[config.mk]
export PLATFORM = sky130hd
export DESIGN_NAME = cxu_accum
export DESIGN_NICKNAME = d
export VERILOG_FILES = /design/src/rtl/cxu_accum.sv
export SDC_FILE = /design/constraint.sdc
export NUM_CORES = 1
export LEC_CHECK = 0
export ABC_AREA = 1
export CELL_PAD_IN_SITES_DETAIL_PLACEMENT = 1
export CELL_PAD_IN_SITES_GLOBAL_PLACEMENT = 2
export CORE_MARGIN = 3
export CORE_UTILIZATION = 31
export CTS_BUF_LIST = sky130_fd_sc_hd__clkbuf_8
export CTS_CLUSTER_DIAMETER = 150
export DETAILED_ROUTE_END_ITERATION = 12
export MAX_ROUTING_LAYER = met4
export PLACE_DENSITY_LB_ADDON = 0.1
export SYNTH_ARGS = -nofsm -noshare
export SYNTH_HDL_FRONTEND = slang
export SYNTH_SLANG_ARGS = --single-unit
[constraint.sdc]
create_clock -name clk -period 7.7 [get_ports clk]
set_clock_uncertainty 0.15 [all_clocks]
set_input_delay 1.54 -clock clk [delete_from_list [all_inputs] [get_ports clk]]
set_output_delay 1.54 -clock clk [all_outputs]
set_load 0.005 [all_outputs]
[src/rtl/cxu_accum.sv]
// cxu_accum: fixed-latency CXU with four 32-bit accumulator contexts.
// Optional signed saturation with macro CXU_ACCUM_SATURATE_EN.
//
// Ports:
//   clk             in   1   clock, rising edge
//   rst             in   1   asynchronous active-high reset
//   cxu_req_valid   in   1   request strobe
//   cxu_data0_i     in  32   operand 0
//   cxu_data1_i     in  32   operand 1
//   cx_state_id_i   in   2   context selector
//   cx_func_i       in  25   function code, bits [2:0] decoded
//   cxu_req_ready   out  1   high in IDLE
//   cxu_resp_valid  out  1   one-cycle response strobe
//   cxu_resp_data   out 32   response data, held between responses
//   cxu_resp_status out  4   bit0 saturated, bit1 illegal function
//
// Functions: 0 ADD, 1 SUB, 2 ACC, 3 READ, 4 WRITE, 5 CLEAR, 6/7 illegal.

module cxu_accum #(
    parameter int unsigned LATENCY = 2
) (
    input  logic        clk,
    input  logic        rst,
    input  logic        cxu_req_valid,
    input  logic [31:0] cxu_data0_i,
    input  logic [31:0] cxu_data1_i,
    input  logic [1:0]  cx_state_id_i,
    input  logic [24:0] cx_func_i,
    output logic        cxu_req_ready,
    output logic        cxu_resp_valid,
    output logic [31:0] cxu_resp_data,
    output logic [3:0]  cxu_resp_status
);

    localparam logic [3:0] CNT_LOAD = 4'(LATENCY - 1);

    localparam logic [2:0] F_ADD   = 3'd0;
    localparam logic [2:0] F_SUB   = 3'd1;
    localparam logic [2:0] F_ACC   = 3'd2;
    localparam logic [2:0] F_READ  = 3'd3;
    localparam logic [2:0] F_WRITE = 3'd4;
    localparam logic [2:0] F_CLEAR = 3'd5;

    localparam logic [3:0] ST_OK      = 4'b0000;
    localparam logic [3:0] ST_ILLEGAL = 4'b0010;

    typedef enum logic [1:0] {
        IDLE = 2'd0,
        BUSY = 2'd1,
        RESP = 2'd2
    } state_e;

    state_e      state_q, state_d;
    logic [3:0]  cnt_q, cnt_d;

    logic [31:0] op_d0_q, op_d0_d;
    logic [31:0] op_d1_q, op_d1_d;
    logic [1:0]  op_sid_q, op_sid_d;
    logic [2:0]  op_func_q, op_func_d;

    logic [31:0] ctx_q [4];
    logic [31:0] resp_data_q;
    logic [3:0]  resp_status_q;

    logic        accept;
    logic        finish;

    logic [31:0] res_data;
    logic [3:0]  res_status;
    logic        ctx_we;
    logic [31:0] ctx_wdata;
    logic [31:0] ctx_cur;
    logic [32:0] add_r;
    logic [32:0] sub_r;
    logic [32:0] acc_r;

    // Upper function bits carry no meaning for this unit.
    logic        unused_func;
    assign unused_func = ^cx_func_i[24:3];

    // Returns {saturated, result} for a signed add or subtract.
    function automatic logic [32:0] arith(
        input logic [31:0] a,
        input logic [31:0] b,
        input logic        sub
    );
`ifdef CXU_ACCUM_SATURATE_EN
        logic [32:0] s;
        s = sub ? ({a[31], a} - {b[31], b})
                : ({a[31], a} + {b[31], b});
        // Sign of the 33-bit result disagrees with bit 31 on overflow.
        if (s[32] != s[31]) begin
            return {1'b1, s[32] ? 32'h8000_0000 : 32'h7FFF_FFFF};
        end
        return {1'b0, s[31:0]};
`else
        return {1'b0, sub ? (a - b) : (a + b)};
`endif
    endfunction

    assign accept = (state_q == IDLE) && cxu_req_valid;
    assign finish = (state_q == BUSY) && (cnt_q == 4'd0);

    // State register
    always_ff @(posedge clk or posedge rst) begin
        if (rst) begin
            state_q <= IDLE;
            cnt_q   <= 4'd0;
        end else begin
            state_q <= state_d;
            cnt_q   <= cnt_d;
        end
    end

    // Next-state logic
    always_comb begin
        state_d = state_q;
        cnt_d   = cnt_q;
        unique case (state_q)
            IDLE: begin
                if (cxu_req_valid) begin
                    state_d = BUSY;
                    cnt_d   = CNT_LOAD;
                end
            end
            BUSY: begin
                if (cnt_q == 4'd0) begin
                    state_d = RESP;
                end else begin
                    cnt_d = cnt_q - 4'd1;
                end
            end
            RESP: begin
                state_d = IDLE;
            end
            default: begin
                state_d = IDLE;
                cnt_d   = 4'd0;
            end
        endcase
    end

    // Output logic
    always_comb begin
        cxu_req_ready  = 1'b0;
        cxu_resp_valid = 1'b0;
        unique case (state_q)
            IDLE:    cxu_req_ready  = 1'b1;
            RESP:    cxu_resp_valid = 1'b1;
            default: ;
        endcase
    end

    assign cxu_resp_data   = resp_data_q;
    assign cxu_resp_status = resp_status_q;

    // Operand capture on acceptance
    always_comb begin
        op_d0_d   = op_d0_q;
        op_d1_d   = op_d1_q;
        op_sid_d  = op_sid_q;
        op_func_d = op_func_q;
        if (accept) begin
            op_d0_d   = cxu_data0_i;
            op_d1_d   = cxu_data1_i;
            op_sid_d  = cx_state_id_i;
            op_func_d = cx_func_i[2:0];
        end
    end

    always_ff @(posedge clk or posedge rst) begin
        if (rst) begin
            op_d0_q   <= 32'd0;
            op_d1_q   <= 32'd0;
            op_sid_q  <= 2'd0;
            op_func_q <= 3'd0;
        end else begin
            op_d0_q   <= op_d0_d;
            op_d1_q   <= op_d1_d;
            op_sid_q  <= op_sid_d;
            op_func_q <= op_func_d;
        end
    end

    // Execute: result and context update for the captured request
    assign ctx_cur = ctx_q[op_sid_q];
    assign add_r   = arith(op_d0_q, op_d1_q, 1'b0);
    assign sub_r   = arith(op_d0_q, op_d1_q, 1'b1);
    assign acc_r   = arith(ctx_cur, op_d0_q, 1'b0);

    always_comb begin
        res_data   = 32'd0;
        res_status = ST_OK;
        ctx_we     = 1'b0;
        ctx_wdata  = 32'd0;
        unique case (op_func_q)
            F_ADD: begin
                res_data   = add_r[31:0];
                res_status = {3'b000, add_r[32]};
            end
            F_SUB: begin
                res_data   = sub_r[31:0];
                res_status = {3'b000, sub_r[32]};
            end
            F_ACC: begin
                res_data   = acc_r[31:0];
                res_status = {3'b000, acc_r[32]};
                ctx_we     = 1'b1;
                ctx_wdata  = acc_r[31:0];
            end
            F_READ: begin
                res_data = ctx_cur;
            end
            F_WRITE: begin
                res_data  = ctx_cur;
                ctx_we    = 1'b1;
                ctx_wdata = op_d0_q;
            end
            F_CLEAR: begin
                res_data  = ctx_cur;
                ctx_we    = 1'b1;
                ctx_wdata = 32'd0;
            end
            default: begin
                res_status = ST_ILLEGAL;
            end
        endcase
    end

    // Context and response registers commit on the edge entering RESP,
    // so a reset during BUSY discards the operation entirely.
    always_ff @(posedge clk or posedge rst) begin
        if (rst) begin
            for (int i = 0; i < 4; i++) begin
                ctx_q[i] <= 32'd0;
            end
            resp_data_q   <= 32'd0;
            resp_status_q <= 4'd0;
        end else if (finish) begin
            if (ctx_we) begin
                ctx_q[op_sid_q] <= ctx_wdata;
            end
            resp_data_q   <= res_data;
            resp_status_q <= res_status;
        end
    end

endmodule

==> results of run 1 <==
-- power by group --
group / switching (W) / total, W / internal, W
sequential: 0.000439 / 0.00216 / 0.00173
clock: 0.000557 / 0.00116 / 0.000599
combinational: 0.00365 / 0.00540 / 0.00176
-- layer usage --
layer  vias to the layer above  routed length [um]
li1                       7537                   -
met1                      7442               28400
met2                       248               27200
met3                        89                1800
met4                         0                1750
met5                         -                   0
-- worst max path at each step --
stage	depth (start not counted)	start	slack (ns)	end
finish	20	op_func_q[1]$_DFFE_PP0P_	3.03	cxu_resp_data[31]$_DFFE_PP0P_
CTS	20	op_func_q[1]$_DFFE_PP0P_	2.98	cxu_resp_data[31]$_DFFE_PP0P_
global placement	20	op_func_q[1]$_DFFE_PP0P_	3.09	cxu_resp_data[31]$_DFFE_PP0P_
detailed placement	20	op_func_q[1]$_DFFE_PP0P_	3.01	cxu_resp_data[31]$_DFFE_PP0P_
floorplan	1	rst	2.92	cnt_q[0]$_DFFE_PP0P_
global route	20	op_func_q[1]$_DFFE_PP0P_	2.50	cxu_resp_data[31]$_DFFE_PP0P_
-- layout make-up --
cell class | count | share of cell area (%)
well taps | 672 | 4.57
clock inverters | 18 | 0.516
multi-input cells | 1691 | 46.0
clock buffers | 51 | 3.81
flip-flops and latches | 236 | 32.1
inverters | 321 | 6.56
repair buffers | 121 | 6.44
-- cells in the final DEF (no fill, tap or decap), drive strengths merged, types with 4 or more instances in the layout --
| cell | instances |
|---|---|
| buf | 15 |
| a21o | 4 |
| o21ai | 90 |
| nand3b | 18 |
| nand3 | 148 |
| clkinv | 4 |
| or2 | 6 |
| ha | 65 |
| nor4 | 4 |
| o221ai | 25 |
| mux2 | 49 |
| a21oi | 91 |
| inv | 334 |
| o21bai | 8 |
| nor3 | 16 |
| o22ai | 4 |
| clkdlybuf4s50 | 106 |
| clkbuf | 51 |
| xnor2 | 7 |
| dfrtp | 236 |
| nor2 | 143 |
| nand4 | 10 |
| nand2 | 922 |
| xor2 | 25 |
| a22oi | 36 |
-- cells by family (layout without fill, tap and decap cells) --
family / Yosys count / in the layout / synth area share, %
and+or+nand+nor: 1271 / 1271 / 32.4
DFF: 236 / 236 / 37.1
AOI/OAI and AO/OA: 269 / 269 / 10.0
xor gates and xnor gates: 32 / 32 / 1.76
muxes: 49 / 49 / 3.47
other: 1 / 3 / 0.0236
buffers and inverters: 392 / 511 / 9.82
adders and majority gates: 67 / 67 / 5.36
-- registers in the layout, summed over array words and instances (netlist names) --
signal           cells
op_d0_q             32
cnt_q                4
cxu_resp_status      1
cxu_resp_data       32
op_func_q            3
op_d1_q             32
op_sid_q             2
state_q              2
ctx_q              128
-- critical path: cells and delay by family, from the launching register on --
family / cells / cell delay, ns
AO/OA/AOI/OAI: 3 / 0.99
AND/OR/NAND/NOR: 11 / 1.77
XOR/XNOR: 1 / 0.20
adder cells (fa/ha/maj): 1 / 0.34
buffers and inverters: 4 / 0.63
flip-flops: 1 / 0.52
-- through the flow --
step | hold WS (ns) | cell area, um^2 | util (%)
final | 0.327 | 18400 | 36.5
after global routing | 0.353 | 18400 | 36.5
after CTS | 0.330 | 18400 | 36.5
after detailed placement | 0.316 | 17600 | 34.9
after global placement | 0.305 | 17600 | 34.9
after floorplan | 0.293 | 15900 | -
==> impl_results.md, run 1 <==
- Pwr Density: 474 mW/mm^2
- Synth top area share: 37.1%
- Setup CP Type: register to register
- Rows: 82
- Multi-input gate area: 0.00848 mm^2
- Slew Viols, Final: 0
- # DRC: 0
- R2R cell count: 20
- Final period utilization: 60.7%
- Critical Path AT: 5.06 ns
- Crit path top cell by count: nand2_1
- Area contributors post-synth: dfrtp_1 (37%), nand2_1 (22%), inv_1 (7.4%), ha_1 (5.1%), nand3_1 (4.7%)
- Vias in the first global route: 15,800
- Worst Hold Launch: ctx_q[97]$_DFFE_PP0P_
- Share of cells above drive strength 1: 6.03%
- Largest stage delay on the critical path: 0.64 ns
- Met3 Usage GRT: 2.61%
- Final Wtd Congestion: 0.888
- Max Buffers Root-to-Sink: 3
- Starting Density: 31.5%
- Unrepaired setup endpoints after global routing: no
- Final hold violations: 0
- Worst setup SP type: register
- Buffers on Ports: 106
- VDD IR max: 226 uV
- Crit-path slowest cell: nand2_1
- Design Power: 0.00872 W
- Synth top cells by count: nand2_1 (920), inv_1 (315), dfrtp_1 (236)
- Non-Filler Instances: 3,110
- Wire length per cell: 19.0 um
- Ys flop type: dfrtp_1
- MaxCap Viol Count: 0
- Core box area: 0.0505 mm^2
- Fmax: 214 MHz
- R2R Setup Slk: 3.03 ns
- Die ar.: 0.0541 mm^2
- Outcome: completed
- Fin nets: 2,577
- Post-CTS Resized: 0
- Critical-path cell list: nor2_1 -> nand2_1 -> inv_1 -> o21ai_0 -> o21bai_1 -> xor2_1 -> ha_1 -> nand2_1 -> inv_1 -> nand2_1 -> inv_1 -> nand2_1 -> inv_1 -> a21oi_1 -> nand2_1 -> nand2_1 -> nand3_1 -> nand3_1 -> nand2_1 -> nand2_1
- Endpoint, Worst Hold: ctx_q[97]$_DFFE_PP0P_
- Post-Route WL: 59.1 mm
- Cell with the most instances after synthesis: nand2_1
- Slew HR: 33.0%
- Fill cells: 6,440
- FF-to-FF Start: op_func_q[1]$_DFFE_PP0P_
- DRT iter0 DRCs: 782
- Worst setup EP type: register
- Critical Path Fanout Max: 21
- Synth Area per Inst: 6.87 um^2
- DRT antenna net count: 0
- Ant diodes: 0
- TritonRoute pass-1 iters: 5
- Reg area: 0.00591 mm^2
- Dpl cells: 3,041
- Worst setup margin: 3.03 ns
- Met2 Use GR: 36.4%
- Worst hold path class: register to register
- Worst skew pair latency: 0.63 ns
- Met1 Usage GRT: 30.2%
- HPWL Detailed: 44.8 mm
- Initial antenna violation count: 0
- FF-to-FF End: cxu_resp_data[31]$_DFFE_PP0P_
- Vias per inst: 4.92
- Area Overhead vs Synth: 15.7%
- TNS Setup: 0 ns
- Hold Crit Depth: 2
- Cells after Synth: 2,317
- Critical Path RT: 8.08 ns
- Hold-fix buffers, CTS: 0
- LEAKAGE: 9.76 nW
- CTS H-Tree Depth: 2
- Grt ovf: 0
- Cell variety after synth: 47
- Min cycle time layout: 4.67 ns
- Synth Cell Area: 0.0159 mm^2
- Largest net degree at the start of global routing: 140
- Global-route wire length before repair: 91.7 mm
- CTS buffer count: 45
- Sinks on Clock Net: 236
- IO Pins: 132
- Pre-CTS setup slack: 3.01 ns
- Die Y: 233 um
- CTS tree: built
- Clock slew at the register clock pins of the worst setup and hold paths: 0.06 ns
- Grt peak-use layer: met2
- Via count of the routed design: 15,300
- Asr flop ratio synth: 100%
- Yosys top cell by area: dfrtp_1
- Post-CTS setup repair buffer count: 0
- Number of synthesized flops with an enable pin: 0
- Sequential area share after synthesis: 37.1%
- Syn. warnings: 0
- Endpoints failing setup: 0
- Root Buffer Master: clkbuf_8
- Die W: 233 um
- Synthesized flop and latch total: 236
- GRT Util Overall: 22.7%
- Slew @ Worst Pin: 1.00 ns
(Power assumes the default switching activity.)
==> inputs of run 2 (changes only) <==
==> constraint.sdc (replaced) <==
create_clock -name clk -period 3.8 [get_ports clk]
set_clock_uncertainty 0.15 [all_clocks]
set_input_delay 0.76 -clock clk [delete_from_list [all_inputs] [get_ports clk]]
set_output_delay 0.76 -clock clk [all_outputs]
set_load 0.005 [all_outputs]
==> impl_results.md, run 2 (synthesized netlist as in run 1, its figures left out) <==
- Outcome: completed
- CTS tree: built
- Crit path top cell by count: nand2_1
- DRT antenna net count: 0 (unchanged)
- Starting Density: 31.5% (unchanged)
- Crit-path slowest cell: ha_1
- Unrepaired setup endpoints after global routing: yes
- VDD IR max: 641 uV (+180%)
- Reg with most FFs: ctx_q
- Endpoints failing setup: 0 (unchanged)
- Grt ovf: 0 (unchanged)
- Clock slew at the register clock pins of the worst setup and hold paths: 0.06 ns (about the same)
- Largest stage delay on the critical path: 0.39 ns (-0.25 ns)
- Metal2 WL: 27.6 mm (+1.4%)
- Die Y: 233 um (unchanged)
- Worst setup EP type: register
- Slew @ Worst Pin: 0.853 ns (-0.151 ns)
- Non-Filler Instances: 3,187 (+2.5%)
- Highest metal used: met4
- Core box area: 0.0505 mm^2 (unchanged)
- Crit-path leading delay family: simple AND/OR/NAND/NOR gates
- Sinks on Clock Net: 236 (unchanged)
- IO Pins: 132 (unchanged)
- Buffers on Ports: 106 (unchanged)
- Die W: 233 um (unchanged)
- M1 WL: 28.7 mm (+1.1%)
- Met3 WL: 1.90 mm (+5.4%)
- Clock network power share: 14.8% (+1.6 points)
- LEAKAGE: 10.2 nW (+4.7%)
- TritonRoute pass-1 iters: 5 (unchanged)
- Initial antenna violation count: 1 (+1)
- Share of cells above drive strength 1: 10.7% (+4.7 points)
- Seq pwr share: 22.9% (-1.9 points)
- Util after Layout: 38.4% (+2.0 points)
- Hold Crit Depth: 2 (unchanged)
- MaxCap Viol Count: 0 (unchanged)
- Worst hold path class: register to register
- DRT iter0 DRCs: 832 (+6.4%)
- Min cycle time layout: 3.57 ns (-1.10 ns)
- Critical Path AT: 3.94 ns (-1.12 ns)
- Commonest non-fill, non-tap cell in the layout: nand2_1
- Sw Share: 51.3% (-2.0 points)
- FF-to-FF Start: op_d1_q[1]$_DFFE_PP0P_
- Critical Path Fanout Max: 5 (-76%)
- Wire length per cell: 18.8 um (-1.1%)
- FF-to-FF End: cxu_resp_data[18]$_DFFE_PP0P_
- Worst skew pair latency: 0.63 ns (about the same)
- R2R Setup Slk: 0.23 ns (-2.80 ns)
- Area Overhead vs Synth: 21.9%
- GRT Util Overall: 22.9% (+0.22 points)
- Gate power share: 62.3% (+0.4 points)
- Via count of the routed design: 15,500 (+1.5%)
- Slew HR: 43.2% (+10 points)
- Fin nets: 2,641 (+2.5%)
- R2R cell count: 22 (+10%)
- Hold-fix buffers, CTS: 0 (unchanged)
- Endpoint, Worst Hold: ctx_q[65]$_DFFE_PP0P_
- Rows: 82 (unchanged)
- Vias per inst: 4.88 (-0.95%)
- CTS H-Tree Depth: 2 (unchanged)
- Max Buffers Root-to-Sink: 3 (unchanged)
- Fill cells: 6,406 (-0.53%)
- Vias in the first global route: 16,300 (+2.9%)
- Max reg flops: 128 (unchanged)
- NetSw: 0.00982 W (+110%)
- Final period utilization: 94.0% (+33 points)
- Pwr Density: 987 mW/mm^2 (+110%)
- WHS: 0.322 ns (-0.00454 ns)
- CP Buf/Inv Count: 4 (unchanged)
- Worst setup SP type: register
- DP Area: 0.0182 mm^2 (+3.1%)
- Die ar.: 0.0541 mm^2 (unchanged)
- Global-route wire length before repair: 92.9 mm (+1.4%)
- HPWL Detailed: 46.5 mm (+3.7%)
- Int Pwr: 0.00933 W (+130%)
- Critical Path RT: 4.17 ns (-3.91 ns)
- Root Buffer Master: clkbuf_8
- # DRC: 0 (unchanged)
- Largest net degree at the start of global routing: 90 (-36%)
- Setup CP Type: register to register
- Fin area: 0.0194 mm^2 (+5.3%)
- Slew Viols, Final: 0 (unchanged)
- Critical-path cell list: inv_1 -> ha_2 -> nand3_2 -> nor2_2 -> nand2_1 -> buf_4 -> o21ai_1 -> buf_4 -> nand2_1 -> xnor2_1 -> ha_1 -> nand2_2 -> nor2_4 -> inv_1 -> nor2_1 -> nand4_1 -> nand3_1 -> nand2_1 -> nand3_1 -> nand3_1 -> nand2_1 -> nand2_1
- Final Wtd Congestion: 0.878 (-1.1%)
- Final hold violations: 0 (unchanged)
- TNS Setup: 0 ns (unchanged)
- Dpl cells: 3,101 (+2.0%)
- Fmax: 280 MHz (+31%)
- Worst Hold Launch: ctx_q[65]$_DFFE_PP0P_
- Commonest non-fill, non-tap cells in the layout: nand2_1 (910), inv_1 (321), dfrtp_1 (236)
- CTS buffer count: 45 (unchanged)
- Post-Route WL: 59.9 mm (+1.3%)
[run 2: cell count changes in the layout (fill, tap and decap cells not counted), sizes merged]
cell | previous run | this run
buf | 15 | 79
clkbuf | 51 | 60
inv | 334 | 329
bufinv | 0 | 3
clkinvlp | 1 | 4
clkinv | 4 | 6
diode | 0 | 1
[run 2: worst max path at each step]
stage	startpoint	to	slack [ns]	cells after the start
floorplan	rst	cnt_q[0]$_DFFE_PP0P_	-0.20	1
global placement	op_d1_q[1]$_DFFE_PP0P_	cxu_resp_data[26]$_DFFE_PP0P_	0.05	24
detailed placement	op_d1_q[1]$_DFFE_PP0P_	cxu_resp_data[26]$_DFFE_PP0P_	-0.05	24
CTS	op_d1_q[1]$_DFFE_PP0P_	cxu_resp_data[27]$_DFFE_PP0P_	0.02	24
global route	op_d1_q[0]$_DFFE_PP0P_	cxu_resp_data[27]$_DFFE_PP0P_	-0.03	24
finish	op_d1_q[1]$_DFFE_PP0P_	cxu_resp_data[18]$_DFFE_PP0P_	0.23	22
[run 2: layout make-up]
class                           instances  area, um^2  share of cell area (%)
Antenna cell                            1        2.50                  0.0129
Tap cell                              672         841                    4.33
Sequential cell                       236        5910                    30.4
Clock buffer                           60         826                    4.26
Clock inverter                         21         189                   0.974
Inverter                              321        1210                    6.25
Timing Repair Buffer                  185        1780                    9.19
Multi-Input combinational cell       1691        8640                    44.5
[run 2: metrics by stage]
step | worst slack, ns | power (W)
floorplan | -0.202 | 0.0116
finish | 0.230 | 0.0192
CTS | 0.0229 | 0.0191
global route | -0.0279 | 0.0210
detailed placement | -0.0479 | 0.0161
global placement | 0.0532 | 0.0158
[run 2: repair_timing]
action,in CTS,in global routing
endpoints found under the setup margin,5,29
pin swaps,1,7
setup buffers,1,3
resized for setup,5,45
[run 2: worst min-delay path: stages, from the launching register on]
cell	delay [ns]
dfrtp_1	0.34
nand2_1	0.05
nand2_1	0.05
[run 2: routing by layer]
layer,vias to the layer above,global-route usage (%)
met4,0,7.08
met3,89,2.45
met2,246,36.4
met5,-,-
met1,7540,30.8
li1,7671,-
[run 2: power by group through the flow]
stage | sequential (W) | combinational, W | clock, W
after floorplan | 0.00406 | 0.00754 | 0
after global placement | 0.00440 | 0.0114 | 0
after detailed placement | 0.00443 | 0.0116 | 0
after CTS | 0.00440 | 0.0117 | 0.00294
after global routing | 0.00451 | 0.0135 | 0.00304
final | 0.00438 | 0.0119 | 0.00283
==> inputs of run 3 (changes only) <==
--- a/config.mk
+++ b/config.mk
@@ -13,8 +13,10 @@
 export CTS_BUF_LIST = sky130_fd_sc_hd__clkbuf_8
 export CTS_CLUSTER_DIAMETER = 150
 export DETAILED_ROUTE_END_ITERATION = 12
+export GPL_ROUTABILITY_DRIVEN = 0
 export MAX_ROUTING_LAYER = met4
 export PLACE_DENSITY_LB_ADDON = 0.1
+export SKIP_LAST_GASP = 1
 export SYNTH_ARGS = -nofsm -noshare
 export SYNTH_HDL_FRONTEND = slang
 export SYNTH_SLANG_ARGS = --single-unit
==> impl_results.md, run 3 (synthesized netlist as in run 1, its figures left out) <==
- Critical Path RT: 4.17 ns (about the same)
- Vias in the first global route: 16,300 (unchanged)
- Rows: 82 (unchanged)
- CTS H-Tree Depth: 2 (unchanged)
- HPWL Detailed: 46.5 mm (unchanged)
- Reg with most FFs: ctx_q
- Hold-fix buffers, CTS: 0 (unchanged)
- Final period utilization: 94.6% (+0.70 points)
- Slew @ Worst Pin: 0.826 ns (-0.0270 ns)
- Crit-path leading delay family: simple AND/OR/NAND/NOR gates
- Die W: 233 um (unchanged)
- Grt peak-use layer: met2
- Slew HR: 45.0% (+1.8 points)
- VDD IR max: 641 uV (about the same)
- Commonest non-fill, non-tap cell in the layout: nand2_1
- Sinks on Clock Net: 236 (unchanged)
- Endpoints failing setup: 0 (unchanged)
- GRT Util Overall: 22.9% (about the same)
- Fmax: 278 MHz (-0.74%)
- DRT iter0 DRCs: 862 (+3.6%)
- Final hold violations: 0 (unchanged)
- Met3 Usage GRT: 2.45% (unchanged)
- Via count of the routed design: 15,500 (-0.26%)
- Grt ovf: 0 (unchanged)
- Critical-path cell list: inv_1 -> ha_1 -> nand3_2 -> nor2_2 -> nand2_1 -> buf_4 -> o21ai_1 -> buf_4 -> nand2_1 -> xnor2_1 -> ha_1 -> nand2_2 -> nor2_4 -> inv_1 -> nor2_1 -> nand4_1 -> nand3_1 -> nand2_1 -> nand3_1 -> nand3_1 -> nand2_1 -> nand2_1
- CP Buf/Inv Count: 4 (unchanged)
- Starting Density: 31.5% (unchanged)
- Root Buffer Master: clkbuf_8
- Worst hold path class: register to register
- Design Power: 0.0191 W (about the same)
- Die Y: 233 um (unchanged)
- IO Pins: 132 (unchanged)
- TritonRoute pass-1 iters: 5 (unchanged)
- Slew Viols, Final: 0 (unchanged)
- Global-route wire length before repair: 92.9 mm (about the same)
- Wire length per cell: 18.8 um (about the same)
- Seq pwr share: 22.9% (about the same)
- DRT antenna net count: 0 (unchanged)
- Crit-path slowest cell: ha_1
- NetSw: 0.00981 W (about the same)
- Max reg flops: 128 (unchanged)
- Critical Path AT: 3.97 ns (+0.03 ns)
- LEAKAGE: 10.2 nW (about the same)
- Met1 Usage GRT: 30.8% (unchanged)
- CTS tree: built
- CTS buffer count: 45 (unchanged)
- Min cycle time layout: 3.60 ns (+0.0264 ns)
- Met2 Use GR: 36.4% (about the same)
- Buffers on Ports: 106 (unchanged)
- Clock network power share: 14.8% (about the same)
- Initial antenna violation count: 1 (unchanged)
- Gate power share: 62.3% (about the same)
- Largest stage delay on the critical path: 0.39 ns (about the same)
- Worst skew pair latency: 0.63 ns (about the same)
- # DRC: 0 (unchanged)
- Post-Route WL: 59.9 mm (about the same)
- Area Overhead vs Synth: 21.8% (about the same)
- Non-Filler Instances: 3,188 (+0.031%)
- Vias per inst: 4.86 (-0.29%)
- Clock slew at the register clock pins of the worst setup and hold paths: 0.06 ns (about the same)
- Setup CP Type: register to register
- Share of cells above drive strength 1: 10.5% (-0.16 points)
- Core box area: 0.0505 mm^2 (unchanged)
- Sw Share: 51.3% (about the same)
- Unrepaired setup endpoints after global routing: yes
- Commonest non-fill, non-tap cells in the layout: nand2_1 (912), inv_1 (321), dfrtp_1 (236)
- Dpl cells: 3,101 (unchanged)
- Max Buffers Root-to-Sink: 3 (unchanged)
- Int Pwr: 0.00932 W (-0.11%)
- Outcome: completed
- Crit path top cell by count: nand2_1
- Worst setup EP type: register
- MaxCap Viol Count: 0 (unchanged)
- Pwr Density: 987 mW/mm^2 (about the same)
- Critical Path Fanout Max: 5 (unchanged)
- Fin nets: 2,641 (unchanged)
- Worst setup SP type: register
- Die ar.: 0.0541 mm^2 (unchanged)
- Largest net degree at the start of global routing: 90 (unchanged)
run 3: layout make-up:
class	instances	area (um^2)
antenna	2	5.00
clock buffer	60	826
clock inverter	21	189
fill	6411	31100
inverter	321	1210
multi-input combinational	1691	8620
sequential	236	5910
tap	672	841
timing repair buffer	185	1780
run 3: path summary, 6_finish.rpt:
kind	end	slack (ns)	cells past startpoint	start
min in group asynchronous	ctx_q[97]$_DFFE_PP0P_	0.47	3	rst
hold reg to reg	ctx_q[65]$_DFFE_PP0P_	0.32	2	ctx_q[65]$_DFFE_PP0P_
setup reg to reg	cxu_resp_data[18]$_DFFE_PP0P_	0.20	22	op_d1_q[1]$_DFFE_PP0P_
setup / recovery	cxu_resp_data[18]$_DFFE_PP0P_	0.20	22	op_d1_q[1]$_DFFE_PP0P_
hold / removal	ctx_q[65]$_DFFE_PP0P_	0.32	2	ctx_q[65]$_DFFE_PP0P_
max in group asynchronous	op_d1_q[27]$_DFFE_PP0P_	2.16	4	rst
run 3: per-layer routing:
layer | up-vias | part of all wire [%]
met5 | - | 0
met4 | 0 | 2.9
met3 | 88 | 3.0
met2 | 243 | 46
met1 | 7505 | 48
li1 | 7670 | -
run 3: what timing repair did:
item | CTS | global route
hold endpoints to repair | 0 | 0
pin swaps | 1 | 7
endpoints found under the setup margin | 5 | 29
buffers inserted | 1 | 3
gates resized for setup | 3 | 42
run 3: power groups by stage:
stage               clock network [W]  registers, W  logic (W)
detailed placement                  0       0.00443     0.0116
global placement                    0       0.00440     0.0114
CTS                           0.00294       0.00440     0.0117
floorplan                           0       0.00406    0.00754
finish                        0.00284       0.00438     0.0119
global route                  0.00304       0.00451     0.0134
run 3: stage by stage:
step	area [um^2]	hold WS, ns	util (%)	worst slack [ns]	TNS [ns]
finish	19400	0.322	38.4	0.203	0
global route	19400	0.345	38.4	-0.0553	-0.231
CTS	19200	0.325	38.0	-0.0173	-0.0173
detailed placement	18200	0.311	36.0	-0.0479	-0.0479
global placement	18200	0.304	36.0	0.0532	0
floorplan	15900	0.293	-	-0.202	-47.64
run 3: worst register-to-register path: cells and delay by family, from the launching register on:
family | cells | cell delay [ns]
compound gates | 1 | 0.13
flops | 1 | 0.37
fa+ha+maj | 2 | 0.58
simple gates | 14 | 1.66
xor+xnor | 1 | 0.13
buf+inv | 4 | 0.48
